<file path="src/rtl/oai_bank_pkg.sv">
// Shared types and helpers for the OAI211/AOI211 evaluator bank.
// popcount works on a fixed maximum width; callers zero-extend narrower vectors.
package oai_bank_pkg;

    typedef enum logic {
        MODE_OAI = 1'b0,
        MODE_AOI = 1'b1
    } mode_t;

    localparam int BANK_MAXW = 64;
    localparam int DELTAW    = $clog2(BANK_MAXW + 1);

    function automatic logic [DELTAW-1:0] popcount(input logic [BANK_MAXW-1:0] v);
        logic [DELTAW-1:0] n;
        n = '0;
        for (int i = 0; i < BANK_MAXW; i++) begin
            n = n + DELTAW'(v[i]);
        end
        return n;
    endfunction

endpackage

</file>
<file path="src/rtl/oai_bank_stage.sv">
// One pipeline stage: a valid bit plus a WIDTH-bit data word.
// Reset leaves data at all-ones so an empty pipe presents an idle-high output.
module oai_bank_stage #(
    parameter int WIDTH = 4
) (
    input  logic             clk,
    input  logic             rst,
    input  logic             load,
    input  logic             in_valid,
    input  logic [WIDTH-1:0] in_data,
    output logic             out_valid,
    output logic [WIDTH-1:0] out_data
);

    always_ff @(posedge clk) begin
        if (rst) begin
            out_valid <= 1'b0;
            out_data  <= '1;
        end else if (load) begin
            out_valid <= in_valid;
            out_data  <= in_data;
        end
    end

endmodule

</file>
<file path="src/rtl/oai211_pipe_bank.sv">
// Bank of WIDTH OAI211/AOI211 evaluators feeding a STAGES-deep valid/ready pipeline,
// with a saturating counter of output bit toggles across accepted results.
module oai211_pipe_bank
    import oai_bank_pkg::*;
#(
    parameter int WIDTH  = 4,
    parameter int CW     = 2,
    parameter int STAGES = 1,
    parameter int CNTW   = 16
) (
    input  logic                CK,
    input  logic                RST,
    input  logic                IN_VALID,
    output logic                IN_READY,
    input  logic                MODE,
    input  logic [WIDTH-1:0]    A,
    input  logic [WIDTH-1:0]    B,
    input  logic [WIDTH*CW-1:0] C,
    output logic                OUT_VALID,
    input  logic                OUT_READY,
    output logic [WIDTH-1:0]    ZN,
    input  logic                CLR_CNT,
    output logic [CNTW-1:0]     TOGGLE_CNT
);

    localparam int SUMW = (CNTW + 1 > DELTAW) ? CNTW + 1 : DELTAW;

    mode_t            mode_in;
    logic [WIDTH-1:0] eval;
    logic             adv;
    logic             out_hs;

    assign mode_in = mode_t'(MODE);

    for (genvar i = 0; i < WIDTH; i++) begin : g_eval
        logic [CW-1:0] grp;
        assign grp     = C[i*CW +: CW];
        assign eval[i] = (mode_in == MODE_AOI) ? ~((&grp) | A[i] | B[i])
                                               : ~((|grp) & A[i] & B[i]);
    end

    // Valid/ready: a word moves across an interface on any edge where valid & ready are
    // both high. The whole chain advances together whenever the output slot is free or
    // being taken, so IN_READY equals that advance condition and bubbles are kept.
    assign adv      = ~OUT_VALID | OUT_READY;
    assign IN_READY = adv;
    assign out_hs   = OUT_VALID & OUT_READY;

    logic [STAGES:0]  v_chain;
    logic [WIDTH-1:0] d_chain [STAGES+1];

    assign v_chain[0] = IN_VALID;
    assign d_chain[0] = eval;

    for (genvar s = 0; s < STAGES; s++) begin : g_stage
        oai_bank_stage #(.WIDTH(WIDTH)) u_stage (
            .clk       (CK),
            .rst       (RST),
            .load      (adv),
            .in_valid  (v_chain[s]),
            .in_data   (d_chain[s]),
            .out_valid (v_chain[s+1]),
            .out_data  (d_chain[s+1])
        );
    end

    assign OUT_VALID = v_chain[STAGES];
    assign ZN        = d_chain[STAGES];

    logic [WIDTH-1:0]  last_zn;
    logic [DELTAW-1:0] delta;
    logic [SUMW-1:0]   sum;
    logic [CNTW-1:0]   cnt_next;

    assign delta    = popcount(BANK_MAXW'(ZN ^ last_zn));
    assign sum      = SUMW'(TOGGLE_CNT) + SUMW'(delta);
    assign cnt_next = (sum > SUMW'({CNTW{1'b1}})) ? {CNTW{1'b1}} : sum[CNTW-1:0];

    // Clear beats an accepted output for the count, but the shadow still tracks ZN.
    always_ff @(posedge CK) begin
        if (RST) begin
            TOGGLE_CNT <= '0;
            last_zn    <= '1;
        end else begin
            if (out_hs) begin
                last_zn <= ZN;
            end
            if (CLR_CNT) begin
                TOGGLE_CNT <= '0;
            end else if (out_hs) begin
                TOGGLE_CNT <= cnt_next;
            end
        end
    end

endmodule

</file>
<file path="config.mk">
export PLATFORM = sky130hd
export DESIGN_NAME = oai211_pipe_bank
export DESIGN_NICKNAME = d
export VERILOG_FILES = /design/src/rtl/oai_bank_pkg.sv /design/src/rtl/oai_bank_stage.sv /design/src/rtl/oai211_pipe_bank.sv
export SDC_FILE = /design/constraint.sdc
export NUM_CORES = 1
export LEC_CHECK = 0
export BUFFER_PORTS_ARGS = -buffer_cell sky130_fd_sc_hd__buf_2
export CAP_MARGIN = 40
export CORE_ASPECT_RATIO = 0.6
export CORE_UTILIZATION = 54
export DETAILED_ROUTE_END_ITERATION = 10
export GPL_TIMING_DRIVEN = 1
export PLACE_DENSITY_LB_ADDON = 0.08
export SYNTH_ARGS = -nofsm -noshare
export SYNTH_HDL_FRONTEND = slang
export SYNTH_HIERARCHICAL = 1
export SYNTH_SLANG_ARGS = --single-unit
</file>
<file path="constraint.sdc">
create_clock -name CK -period 4.3 [get_ports CK]
set_clock_uncertainty 0.05 [all_clocks]
set_input_delay 0.86 -clock CK [delete_from_list [all_inputs] [get_ports CK]]
set_output_delay 0.86 -clock CK [all_outputs]
set_load 0.05 [all_outputs]
</file>
After elaboration in Yosys (flattened, before gate mapping):

Index checks and enable logic that the tools add are counted.
W data, S select, Z words.

* logic and storage cells: 111
* flip-flop bits (word level): 25

* reduce and logical (&&, ||, !) cells: 9
* muxes and demuxes: 5
* bitwise logic cells: 28
* add/sub/neg operators: 64
* $lt $le $gt $ge: 1

Operators by type and width (count)
* $add A7 B1 Y7 const B: 57
* $add A16 B7 Y17: 1
* $gt A17 B16 Y1 const B: 1
* $mux W16: 1
* $reduce_or A2 Y1: 5
* $and A1 B1 Y1: 9
* $not A1 Y1: 9
* $or A1 B1 Y1: 9
* $reduce_and A2 Y1: 4
* $add A6 B1 Y7 const B: 1
* $add A5 B1 Y6 const B: 1
* $add A4 B1 Y5 const B: 1
* $add A3 B1 Y4: 1
* $mux W1: 4
* $xor A4 B4 Y4: 1
* $add A2 B1 Y3: 1
* $add A1 B1 Y2: 1

Logic depth before layout (Yosys ltp):

* depth after elaboration: 67
* depth in mapped cells: 10
* mapped depth without buffers: 9

Cells and area by module:

The synthesis kept the hierarchy.

By module, submodules not included
* oai211_pipe_bank: cells each 141, sequential area each 400.4 sq um, area an instance 1209.9 sq um, instances 1
* oai_bank_stage: cells each 16, sequential area each 100.1 sq um, area an instance 185.2 sq um, instances 1

Least setup slack after synthesis:

No wires, ideal clock.

* path type: register to register
* start point: reg g_stage[0].u_stage.out_data[0]
* end point: reg TOGGLE_CNT[3]
* stages on the path, launching flop included: 11
* clock period less this slack: 3.074 ns
* path slack: 1.226 ns
* required time: 4.131 ns
* arrival time: 2.905 ns
* path through: dfxtp_1 -> xnor2_1 -> fa_1 -> inv_1 -> fa_1 -> fa_1 -> nand4_1 -> or4_4 -> buf_6 -> a21oi_1 -> o221a_2

* cells in the longest elaborated chain, start to end: 67

RTL lines
* from (decl): RTL line oai_bank_stage.sv:12 `output logic [WIDTH-1:0] out_data`
* from (signal assigned): RTL line oai_bank_stage.sv:21 `out_data <= in_data;`
* $xor A4 B4 Y4 (*): RTL line oai211_pipe_bank.sv:75 `assign delta = popcount(BANK_MAXW'(ZN ^ last_zn));`
* $add A1 B1 Y2 (*): RTL line oai_bank_pkg.sv:17 `n = n + DELTAW'(v[i]);`
* $add A2 B1 Y3 (*): RTL line oai_bank_pkg.sv:17
* $add A3 B1 Y4 (*): RTL line oai_bank_pkg.sv:17
* $add A4 B1 Y5 (*): RTL line oai_bank_pkg.sv:17
* $add A5 B1 Y6 (*): RTL line oai_bank_pkg.sv:17
* $add A6 B1 Y7 (*): RTL line oai_bank_pkg.sv:17
* $add A7 B1 Y7 (*) (57 in series): RTL line oai_bank_pkg.sv:17
* $add A16 B7 Y17 (*): RTL line oai211_pipe_bank.sv:76 `assign sum = SUMW'(TOGGLE_CNT) + SUMW'(delta);`
* $gt A17 B16 Y1: RTL line oai211_pipe_bank.sv:77 `assign cnt_next = (sum > SUMW'({CNTW{1'b1}})) ? {CNTW{1'b1}} : sum[CNTW-1:0];`
* $mux W16 (*): RTL line oai211_pipe_bank.sv:77
* to (signal assigned): RTL line oai211_pipe_bank.sv:91 `TOGGLE_CNT <= cnt_next;`
* to (decl): RTL line oai211_pipe_bank.sv:23 `output logic [CNTW-1:0] TOGGLE_CNT`

Mark *: on every way between the ends. The rest lies on a longest branch, timed or not.
A chain may end at the register's enable or synchronous reset.

Worst setup path after layout:

* start point: reg g_stage[0].u_stage.out_data[0]
* end point: reg TOGGLE_CNT[10]

Same word-level chain as after synthesis.

==> flow_metrics.tcl <==
set metrics [dict create \
    synth_edf_count 0 \
    min_period_over_period_pct 68.1 \
    seq_area_frac_synth_pct 35.9 \
    ctsResizeCount 0 \
    syn_area_per_cell_um2 8.89 \
    tns_ns 0 \
    detail-route-antenna-nets 0 \
    boundaryPins 44 \
    rows 13 \
    status "finished clean" \
    gp_congestion 0.862 \
    cap_violations 0 \
    wire_per_inst_um 15.9 \
    dpl_cell_area_mm2 0.00161 \
    dpl.hpwl_um 2710 \
    die_area_mm2 0.00280 \
    nets 224 \
    hold_buffers 0 \
    first_pass_iters 4 \
    critPathMaxFanout 5 \
    power.density_mw_per_mm2 285 \
    syn_inst 157 \
    n_antenna_cell 0 \
    path_clk_slew_ns 0.08 \
    ys_types 42 \
    grt_first_pass_wirelength_um 5460 \
    reg2reg_from "g_stage[0].u_stage/out_data[0]" \
    drtIter0Drc 168 \
    grt_pass1_vias 1176 \
    hold_viol_final 0 \
    syn-num-nets 183 \
    synth_area_leaders "dfxtp_1, a211o_1, nor3_1, fa_1, a21oi_1" \
    power_w 0.000471 \
    path_class "reg2reg" \
    cts_max_level 1 \
    worst_pin_slew_ns 0.695 \
    clockBufferDepth 2 \
    synthFlopType "dfxtp_1" \
    port-buffer-count 43 \
    cts_buffers 3 \
    min_from "last_zn[0]" \
    r2r_cells 9 \
    clock_latency_ns 0.26 \
    syn_area_mm2 0.00140 \
    postCtsSetupRepairBufs 0 \
    vdd_drop_max_mv 0.210 \
    cp-start-kind "flip-flop" \
    initial_core_util_pct 60.8 \
    fmax_mhz 341 \
    yosysMostFrequentCell "dfxtp_1" \
    drive_above_1_share_pct 28.4 \
    cts_root_buf "clkbuf_8" \
    multi_input_area_um2 835 \
    worst_setup_path_end_kind "flip-flop" \
    cts.sink_count 25 \
    p_leak_nw 0.706 \
    antenna_found_initial 0 \
    design_area_mm2 0.00165 \
    design.core.area_mm2 0.00229 \
    grt_max_degree 14 \
    slew_headroom_pct 53.3 \
    synth_top_area_share_pct 35.9 \
    final_util_pct 72.0 \
    die_y_um 41.4 \
    drt-vias-per-instance 6.41 \
    nFillCells 187 \
    yosys_warnings 6 \
    hold_class "reg2reg" \
    fin_crit_ns 2.93 \
    yosys-top-cells-count "dfxtp_1, nor3_1, a21oi_1, nor2_1, o21ai_0" \
    cts_tree "yes" \
    setup_violations 0 \
    dieWidth_um 67.6 \
    synthArstFlopShare_pct 0 \
    ys_ff_latch 25 \
    rsz0062_at_grt "false" \
    whs_path_depth 1 \
    reg2reg_slack_ns 1.37 \
    yosysTopAreaCell "dfxtp_1" \
    layout_setup_ws_ns 1.37 \
    arrival_ns 3.05 \
    grt_overflow 0 \
    crit_required_ns 4.42 \
    via_count 1455 \
    r2r-end "TOGGLE_CNT[10]" \
    drc 0 \
    grt_util_all_layers_pct 28.1 \
    routed_wl_um 3620 \
    seq_area_um2 500 \
    drv_slew 0 \
    area_growth_pct 18.4 \
    dpl_worst_slack_ns 1.47 \
    hold-path-endpoint "last_zn[0]" \
]
[cell usage in the layout (no fill, tap or decap), types with 2 or more instances in the layout]
cell type and n:
a211o_1 8, and4_1 3, nor3_1 13, a41oi_1 3, nor4_1 2, a21oi_1 11
xor2_1 2, a311oi_1 2, dfxtp_1 25, o21ai_0 10, inv_1 5, nor3_2 2
nand3_1 3, fa_1 3, xnor2_1 2, nor2_1 11, nand4_1 2, a31oi_1 5
nand2b_1 2, o22a_1 4, nor2b_1 4, buf_2 43, clkbuf_8 3, nand2_1 5
and3_1 7
[cell type report]
type	instances	area share [%]
clock buffer	4	2.73
inverter	5	1.14
multi-input combinational	120	50.5
sequential	25	30.3
tap	30	2.27
timing repair buffer	43	13.0
[flip-flops by register name, indices dropped and copies added (netlist names)]
| signal | flops |
|---|---|
| last_zn | 4 |
| g_stage.u_stage/out_valid | 1 |
| TOGGLE_CNT | 16 |
| g_stage.u_stage/out_data | 4 |
[kinds of logic (layout without fill, tap and decap cells)]
kind of cell | Yosys count | count (layout) | synth area share, %
flip-flops | 25 | 25 | 35.9
buffers and inverters | 12 | 52 | 4.30
AND/OR/NAND/NOR | 63 | 63 | 27.9
adder cells (fa/ha/maj) | 4 | 4 | 5.20
XOR/XNOR | 4 | 4 | 2.51
AO/OA/AOI/OAI | 48 | 48 | 23.5
multiplexers | 1 | 1 | 0.718
[worst max-delay path by stage]
stage,startpoint,to,slack (ns),depth (start not counted)
global route,g_stage[0].u_stage/out_data[0],TOGGLE_CNT[10],1.19,9
finish,g_stage[0].u_stage/out_data[0],TOGGLE_CNT[10],1.37,9
global placement,g_stage[0].u_stage/out_data[0],TOGGLE_CNT[3],1.57,9
CTS,g_stage[0].u_stage/out_data[0],TOGGLE_CNT[10],1.45,9
floorplan,g_stage[0].u_stage/out_data[0],TOGGLE_CNT[3],1.23,10
detailed placement,g_stage[0].u_stage/out_data[0],TOGGLE_CNT[10],1.47,9
[critical path, stage by stage (launching register included)]
cell and delay (ns):
dfxtp_1 0.38, xnor2_1 0.16, fa_1 0.44, inv_1 0.09, fa_1 0.23, fa_1 0.29, nand3_1 0.19, nor4_1 0.62
o21ai_0 0.17, and3_1 0.21
[stage by stage]
step / hold slack, ns / cells
global placement: 0.414 / 223
floorplan: 0.406 / 157
global route: 0.456 / 227
detailed placement: 0.425 / 223
finish: 0.443 / 227
CTS: 0.446 / 227
[power by group]
group | internal, W | leakage [nW] | switching, W
clock network | 0.0000663 | 0.0228 | 0.0000713
logic | 0.0000337 | 0.479 | 0.0000545
registers | 0.000238 | 0.203 | 0.00000739
[per-layer routing]
metal  track usage, %  vias to the layer above  wire length [um]
li1                 -                      682                 -
met1             38.6                      674              1630
met2             42.6                       89              1550
met3             7.61                       10               368
met4             10.6                        0                71
met5                0                        -                 0
No activity file was read; power rests on OpenSTA's default activity.
